$ cat config.mk
export PLATFORM = sky130hd
export DESIGN_NAME = sc_boundarydetector_multimode
export DESIGN_NICKNAME = d
export VERILOG_FILES = /design/src/rtl/sc_boundarydetector_pkg.sv /design/src/rtl/sc_boundarydetector_match.sv /design/src/rtl/sc_boundarydetector_multimode.sv
export SDC_FILE = /design/constraint.sdc
export NUM_CORES = 1
export LEC_CHECK = 0
export ABC_AREA = 0
export CAP_MARGIN = 25
export CELL_PAD_IN_SITES_DETAIL_PLACEMENT = 1
export CELL_PAD_IN_SITES_GLOBAL_PLACEMENT = 1
export CORE_ASPECT_RATIO = 0.9
export CORE_MARGIN = 5
export CORE_UTILIZATION = 34
export DETAILED_ROUTE_END_ITERATION = 8
export PLACE_DENSITY = 0.87
export SYNTH_ARGS = -nofsm -noshare
export SYNTH_HDL_FRONTEND = slang
export SYNTH_SLANG_ARGS = --single-unit
$ cat constraint.sdc
create_clock -name SC_BOUNDARYDETECTOR_CLOCK_50 -period 5.9 [get_ports SC_BOUNDARYDETECTOR_CLOCK_50]
set_input_delay 1.77 -clock SC_BOUNDARYDETECTOR_CLOCK_50 [delete_from_list [all_inputs] [get_ports SC_BOUNDARYDETECTOR_CLOCK_50]]
set_output_delay 1.77 -clock SC_BOUNDARYDETECTOR_CLOCK_50 [all_outputs]
set_load 0.1 [all_outputs]
$ cat src/rtl/sc_boundarydetector_pkg.sv
// Shared mode constants and FSM state encoding for the boundary detector.
package sc_boundarydetector_pkg;

  localparam logic [1:0] MODE_EXACT = 2'b00;
  localparam logic [1:0] MODE_ANY   = 2'b01;
  localparam logic [1:0] MODE_ALL   = 2'b10;
  localparam logic [1:0] MODE_RSVD  = 2'b11;

  typedef enum logic [1:0] {
    S_IDLE = 2'b00,
    S_QUAL = 2'b01,
    S_HIT  = 2'b10
  } state_t;

endpackage

$ cat src/rtl/sc_boundarydetector_match.sv
// Combinational data-vs-mask comparator for the three match modes.
module sc_boundarydetector_match
  import sc_boundarydetector_pkg::*;
#(
  parameter int DATAWIDTH = 8
) (
  input  logic [DATAWIDTH-1:0] data,
  input  logic [DATAWIDTH-1:0] mask,
  input  logic [1:0]           mode,
  output logic                 match
);

  always_comb begin
    match = 1'b0;
    case (mode)
      MODE_EXACT: match = (data == mask);
      MODE_ANY:   match = ((data & mask) != '0);
      MODE_ALL:   match = ((data & mask) == mask);
      default:    match = 1'b0;
    endcase
  end

endmodule

$ cat src/rtl/sc_boundarydetector_multimode.sv
// Registered multi-mode boundary detector with hold qualification and hit pulse.
// Optional hit counter port enabled by `define BOUNDARYDETECTOR_HITCOUNT_EN.
module sc_boundarydetector_multimode
  import sc_boundarydetector_pkg::*;
#(
  parameter int                   DATAWIDTH = 8,
  parameter int                   HOLD      = 1,
  parameter int                   STICKY    = 0,
  parameter logic [DATAWIDTH-1:0] MASK_RST  = 8'b00010000
) (
  input  logic                 SC_BOUNDARYDETECTOR_CLOCK_50,
  input  logic                 SC_BOUNDARYDETECTOR_RESET_InLow,
  input  logic [DATAWIDTH-1:0] SC_BOUNDARYDETECTOR_data_InBUS,
  input  logic                 SC_BOUNDARYDETECTOR_valid_InHigh,
  input  logic [1:0]           SC_BOUNDARYDETECTOR_mode_InBUS,
  input  logic [DATAWIDTH-1:0] SC_BOUNDARYDETECTOR_mask_InBUS,
  input  logic                 SC_BOUNDARYDETECTOR_maskload_InHigh,
  input  logic                 SC_BOUNDARYDETECTOR_clear_InHigh,
  output logic                 SC_BOUNDARYDETECTOR_match_OutHigh,
  output logic                 SC_BOUNDARYDETECTOR_hit_OutHigh,
  output logic                 SC_BOUNDARYDETECTOR_hitpulse_OutHigh
`ifdef BOUNDARYDETECTOR_HITCOUNT_EN
  ,
  output logic [7:0]           SC_BOUNDARYDETECTOR_hitcount_OutBUS
`endif
);

  localparam int QW = $clog2(HOLD + 1);
  localparam logic [QW-1:0] HOLD_Q = QW'(HOLD);

  state_t               state, state_nxt;
  logic [QW-1:0]        qualcnt, qualcnt_nxt;
  logic [DATAWIDTH-1:0] mask;
  logic                 raw_match;
  logic                 hit_q, pulse_q;

  sc_boundarydetector_match #(.DATAWIDTH(DATAWIDTH)) u_match (
    .data  (SC_BOUNDARYDETECTOR_data_InBUS),
    .mask  (mask),
    .mode  (SC_BOUNDARYDETECTOR_mode_InBUS),
    .match (raw_match)
  );

  assign SC_BOUNDARYDETECTOR_match_OutHigh    = SC_BOUNDARYDETECTOR_valid_InHigh & raw_match;
  assign SC_BOUNDARYDETECTOR_hit_OutHigh      = hit_q;
  assign SC_BOUNDARYDETECTOR_hitpulse_OutHigh = pulse_q;

  always_comb begin
    state_nxt   = state;
    qualcnt_nxt = qualcnt;
    if (SC_BOUNDARYDETECTOR_clear_InHigh) begin
      state_nxt   = S_IDLE;
      qualcnt_nxt = '0;
    end else if (SC_BOUNDARYDETECTOR_valid_InHigh) begin
      case (state)
        S_IDLE: begin
          if (raw_match) begin
            if (HOLD == 1) begin
              state_nxt   = S_HIT;
              qualcnt_nxt = HOLD_Q;
            end else begin
              state_nxt   = S_QUAL;
              qualcnt_nxt = QW'(1);
            end
          end
        end
        S_QUAL: begin
          if (raw_match) begin
            if (qualcnt + QW'(1) == HOLD_Q) begin
              state_nxt   = S_HIT;
              qualcnt_nxt = HOLD_Q;
            end else begin
              qualcnt_nxt = qualcnt + QW'(1);
            end
          end else begin
            state_nxt   = S_IDLE;
            qualcnt_nxt = '0;
          end
        end
        S_HIT: begin
          if (!raw_match && STICKY == 0) begin
            state_nxt   = S_IDLE;
            qualcnt_nxt = '0;
          end
        end
        default: begin
          state_nxt   = S_IDLE;
          qualcnt_nxt = '0;
        end
      endcase
    end
  end

  // hit and pulse derive from the next state so they rise on the qualifying edge.
  always_ff @(posedge SC_BOUNDARYDETECTOR_CLOCK_50 or negedge SC_BOUNDARYDETECTOR_RESET_InLow) begin
    if (!SC_BOUNDARYDETECTOR_RESET_InLow) begin
      state   <= S_IDLE;
      qualcnt <= '0;
      mask    <= MASK_RST;
      hit_q   <= 1'b0;
      pulse_q <= 1'b0;
    end else begin
      state   <= state_nxt;
      qualcnt <= qualcnt_nxt;
      hit_q   <= (state_nxt == S_HIT);
      pulse_q <= (state_nxt == S_HIT) && (state != S_HIT);
      if (SC_BOUNDARYDETECTOR_maskload_InHigh)
        mask <= SC_BOUNDARYDETECTOR_mask_InBUS;
    end
  end

`ifdef BOUNDARYDETECTOR_HITCOUNT_EN
  logic [7:0] hitcount;

  always_ff @(posedge SC_BOUNDARYDETECTOR_CLOCK_50 or negedge SC_BOUNDARYDETECTOR_RESET_InLow) begin
    if (!SC_BOUNDARYDETECTOR_RESET_InLow)
      hitcount <= 8'h00;
    else if (SC_BOUNDARYDETECTOR_clear_InHigh)
      hitcount <= 8'h00;
    else if (pulse_q && hitcount != 8'hFF)
      hitcount <= hitcount + 8'h01;
  end

  assign SC_BOUNDARYDETECTOR_hitcount_OutBUS = hitcount;
`endif

endmodule

==> out/results.txt <==
Endpoint type of the worst setup path -> output port
Power per cell area -> 206 mW/mm^2
Top cell types by occurrence after synthesis -> 12 x dfrtp_1, 11 x inv_1, 8 x o21ai_0
Clock-pin slew on the worst setup and hold paths -> 0.08 ns
Top-level I/O count -> 26
Final weighted congestion in routability-driven placement -> 0.837
Yosys synthesis warning count -> 0
Final WS setup -> 0.450 ns
Most frequent cell after synthesis -> dfrtp_1
Critical path buffer and inverter count -> 2
Number of nets in the finished design -> 127
Post-synthesis sequential area ratio -> 44.3%
Finish-stage setup viols -> 0
Wirelength per Cell -> 15.0 um
Full die area -> 0.00320 mm^2
Placement Rows -> 16
Largest stage delay on the critical path -> 0.56 ns
Insertion delay to the later sink of the worst-skew pair -> 0.27 ns
Core outline area -> 0.00212 mm^2
Synth Net Count -> 99
Syn Inst Count -> 76
Synthesis-to-layout area growth -> 42.4%
H-tree lvl count -> 1
TritonCTS clock tree -> done
Slowest CP cell -> clkdlybuf4s50_1
Count of nets left with antenna violations after detail routing -> 0
First drt pass iteration count -> 4
Proportion of synthesized flip-flops having asynchronous set or reset -> 100%
Syn avg cell area -> 9.70 um^2
Cell area after technology mapping -> 737 um^2
Data arrival time of the worst path -> 3.68 ns
Initial core utilization -> 34.7%
CP Data Required Time -> 4.13 ns
Count of vias placed by the detailed router -> 674
Number of gates given a new drive strength after cts -> 0
Layout cell share with drive strength beyond 1 -> 13.6%
Number of DRC markers in iteration 0 -> 24
Worst-Margin Slew -> 0.964 ns
Design Power -> 0.217 mW
Pin count of the biggest net entering global routing -> 14
Total negative slack -> 0 ns
Post-CTS setup buffer count -> 0
Post-DP HPWL -> 1.57 mm
Setup slack after placement -> 0.459 ns
Max Cap Viol -> 0
Library cell with the largest summed area after synthesis -> dfrtp_1
Post-Route WL -> 1.95 mm
Netlist cell types -> 23
Global route overflow -> 0
Antenna diode count -> 0
Final critical-path required period -> 5.45 ns
Crit Path Class -> primary input to output port
Overall Global Routing Usage -> 14.2%
Setup skew after layout -> 0.000559 ns
Max Clk Rate -> 183 MHz
Count of flip-flops with a built-in enable after synthesis -> 0
Worst path top cell family by delay -> compound AO/OA/AOI/OAI gates
Die Ht -> 54.2 um
Worst ir drop on vdd -> 0.0000982 V
RSZ-0062 raised after global routing -> false
Critical path peak fanout -> 6
Biggest area contributors in the synthesized netlist -> dfrtp_1 41%, mux2_2 7.6%, inv_1 5.6%
Number of antenna violations at the first check in global routing -> 0
Count of unresolved DRC violations after routing -> 0
Root Buffer Master -> clkbuf_4
Number of hold violations in the final report -> 0
Startpoint kind of the worst setup timing path -> primary input
Final count of pins violating max slew -> 0
Seq cells post-synth -> 13
Hold slack -> 0.576 ns
Status -> complete, no violations
Prevailing post-synth register cell -> dfrtp_1
Leak -> 0.432 nW
Cells along the critical path -> clkdlybuf4s50_1, nor2b_4, a2111oi_4, o221ai_2, o31a_1, nor2b_1, buf_12
Vias in the first global route -> 745
Portion of the clock cycle consumed by the worst path in the final layout -> 92.4%
Min-delay worst type -> register to register
Number of buffers on the longest clock path -> 2
Global-route wire length before repair -> 3.37 mm
Clock sink total -> 13
Relative slew slack -> 35.5%
TritonCTS Buffers -> 3
CTS Hold Buffers Added -> 0
Number of vias per cell after detailed routing -> 5.18
Port buffer count -> 25
Area share of the largest cell type after synthesis -> 40.7%
Floorplan die width -> 59.1 um
-- layout by cell type, fill, tap and decap left out --
cell / count
o22ai_1: 2
o21ai_0: 8
o2bb2ai_1: 1
a222oi_1: 1
o31a_1: 2
nand2_1: 7
mux2_2: 5
a21oi_1: 3
clkbuf_1: 1
o21ai_1: 1
a22oi_1: 5
nand4_1: 1
o221ai_2: 1
clkdlybuf4s50_1: 24
nor2b_1: 4
dfrtp_1: 12
nor2b_4: 1
nand3_1: 2
dfstp_2: 1
nor2_1: 2
a211oi_2: 1
clkbuf_4: 3
inv_1: 11
a2111oi_4: 1
buf_12: 1
nand3b_1: 2
-- flip-flops by register name, indices dropped and copies added, names as in the netlist --
register	cells
SC_BOUNDARYDETECTOR_hit_OutHigh	1
SC_BOUNDARYDETECTOR_hitpulse_OutHigh	1
mask	8
qualcnt	1
state	2
-- power breakdown --
part | switching, mW | internal, mW | total [mW]
clock | 0.0295 | 0.0262 | 0.0557
sequential | 0.00662 | 0.0962 | 0.103
combinational | 0.0287 | 0.0293 | 0.0580
total | 0.0649 | 0.152 | 0.217
-- layer usage --
layer / GRT usage [%] / vias to the layer above / wire (um)
met5: 0 / - / 0
met4: 4.53 / 0 / 0
met3: 5.52 / 0 / 130
met2: 24.8 / 16 / 1040
met1: 16.1 / 333 / 782
li1: - / 325 / -
-- path summary, 6_finish.rpt --
kind | start | end | slack, ns | cells past startpoint
max in group asynchronous | SC_BOUNDARYDETECTOR_RESET_InLow | mask[1]$_DFFE_PN0P_ | 3.64 | 1
max reg2reg | mask[2]$_DFFE_PN0P_ | qualcnt$_DFFE_PN0P_ | 4.20 | 5
min | mask[2]$_DFFE_PN0P_ | mask[2]$_DFFE_PN0P_ | 0.58 | 1
min in group asynchronous | SC_BOUNDARYDETECTOR_RESET_InLow | qualcnt$_DFFE_PN0P_ | 1.87 | 1
min reg2reg | mask[2]$_DFFE_PN0P_ | mask[2]$_DFFE_PN0P_ | 0.58 | 1
max | SC_BOUNDARYDETECTOR_data_InBUS[4] | SC_BOUNDARYDETECTOR_match_OutHigh | 0.45 | 7
-- cell type report --
type | instances | area [um^2]
clock buffers | 4 | 26.3
fillers | 254 | 1070
inverters | 11 | 41.3
multi-input cells | 50 | 362
flip-flops and latches | 13 | 327
well taps | 27 | 33.8
repair buffers | 25 | 260
-- metrics by stage --
step	util [%]	cell area, um^2	cells
3_3_place_gp	48.2	1020	126
5_1_grt	49.5	1050	130
3_5_place_dp	48.2	1020	126
2_1_floorplan	-	737	76
4_1_cts	49.5	1050	130
6_report	49.5	1050	130
-- logic make-up (layout without fill, tap and decap cells) --
logic type / count (synthesis) / in the layout / share of synthesized area (%)
compound gates: 26 / 26 / 27.3
buf+inv: 13 / 40 / 6.62
flops: 13 / 13 / 44.3
mux: 5 / 5 / 7.64
simple gates: 19 / 19 / 14.1
Note: power is estimated with default switching activity, not from simulation.
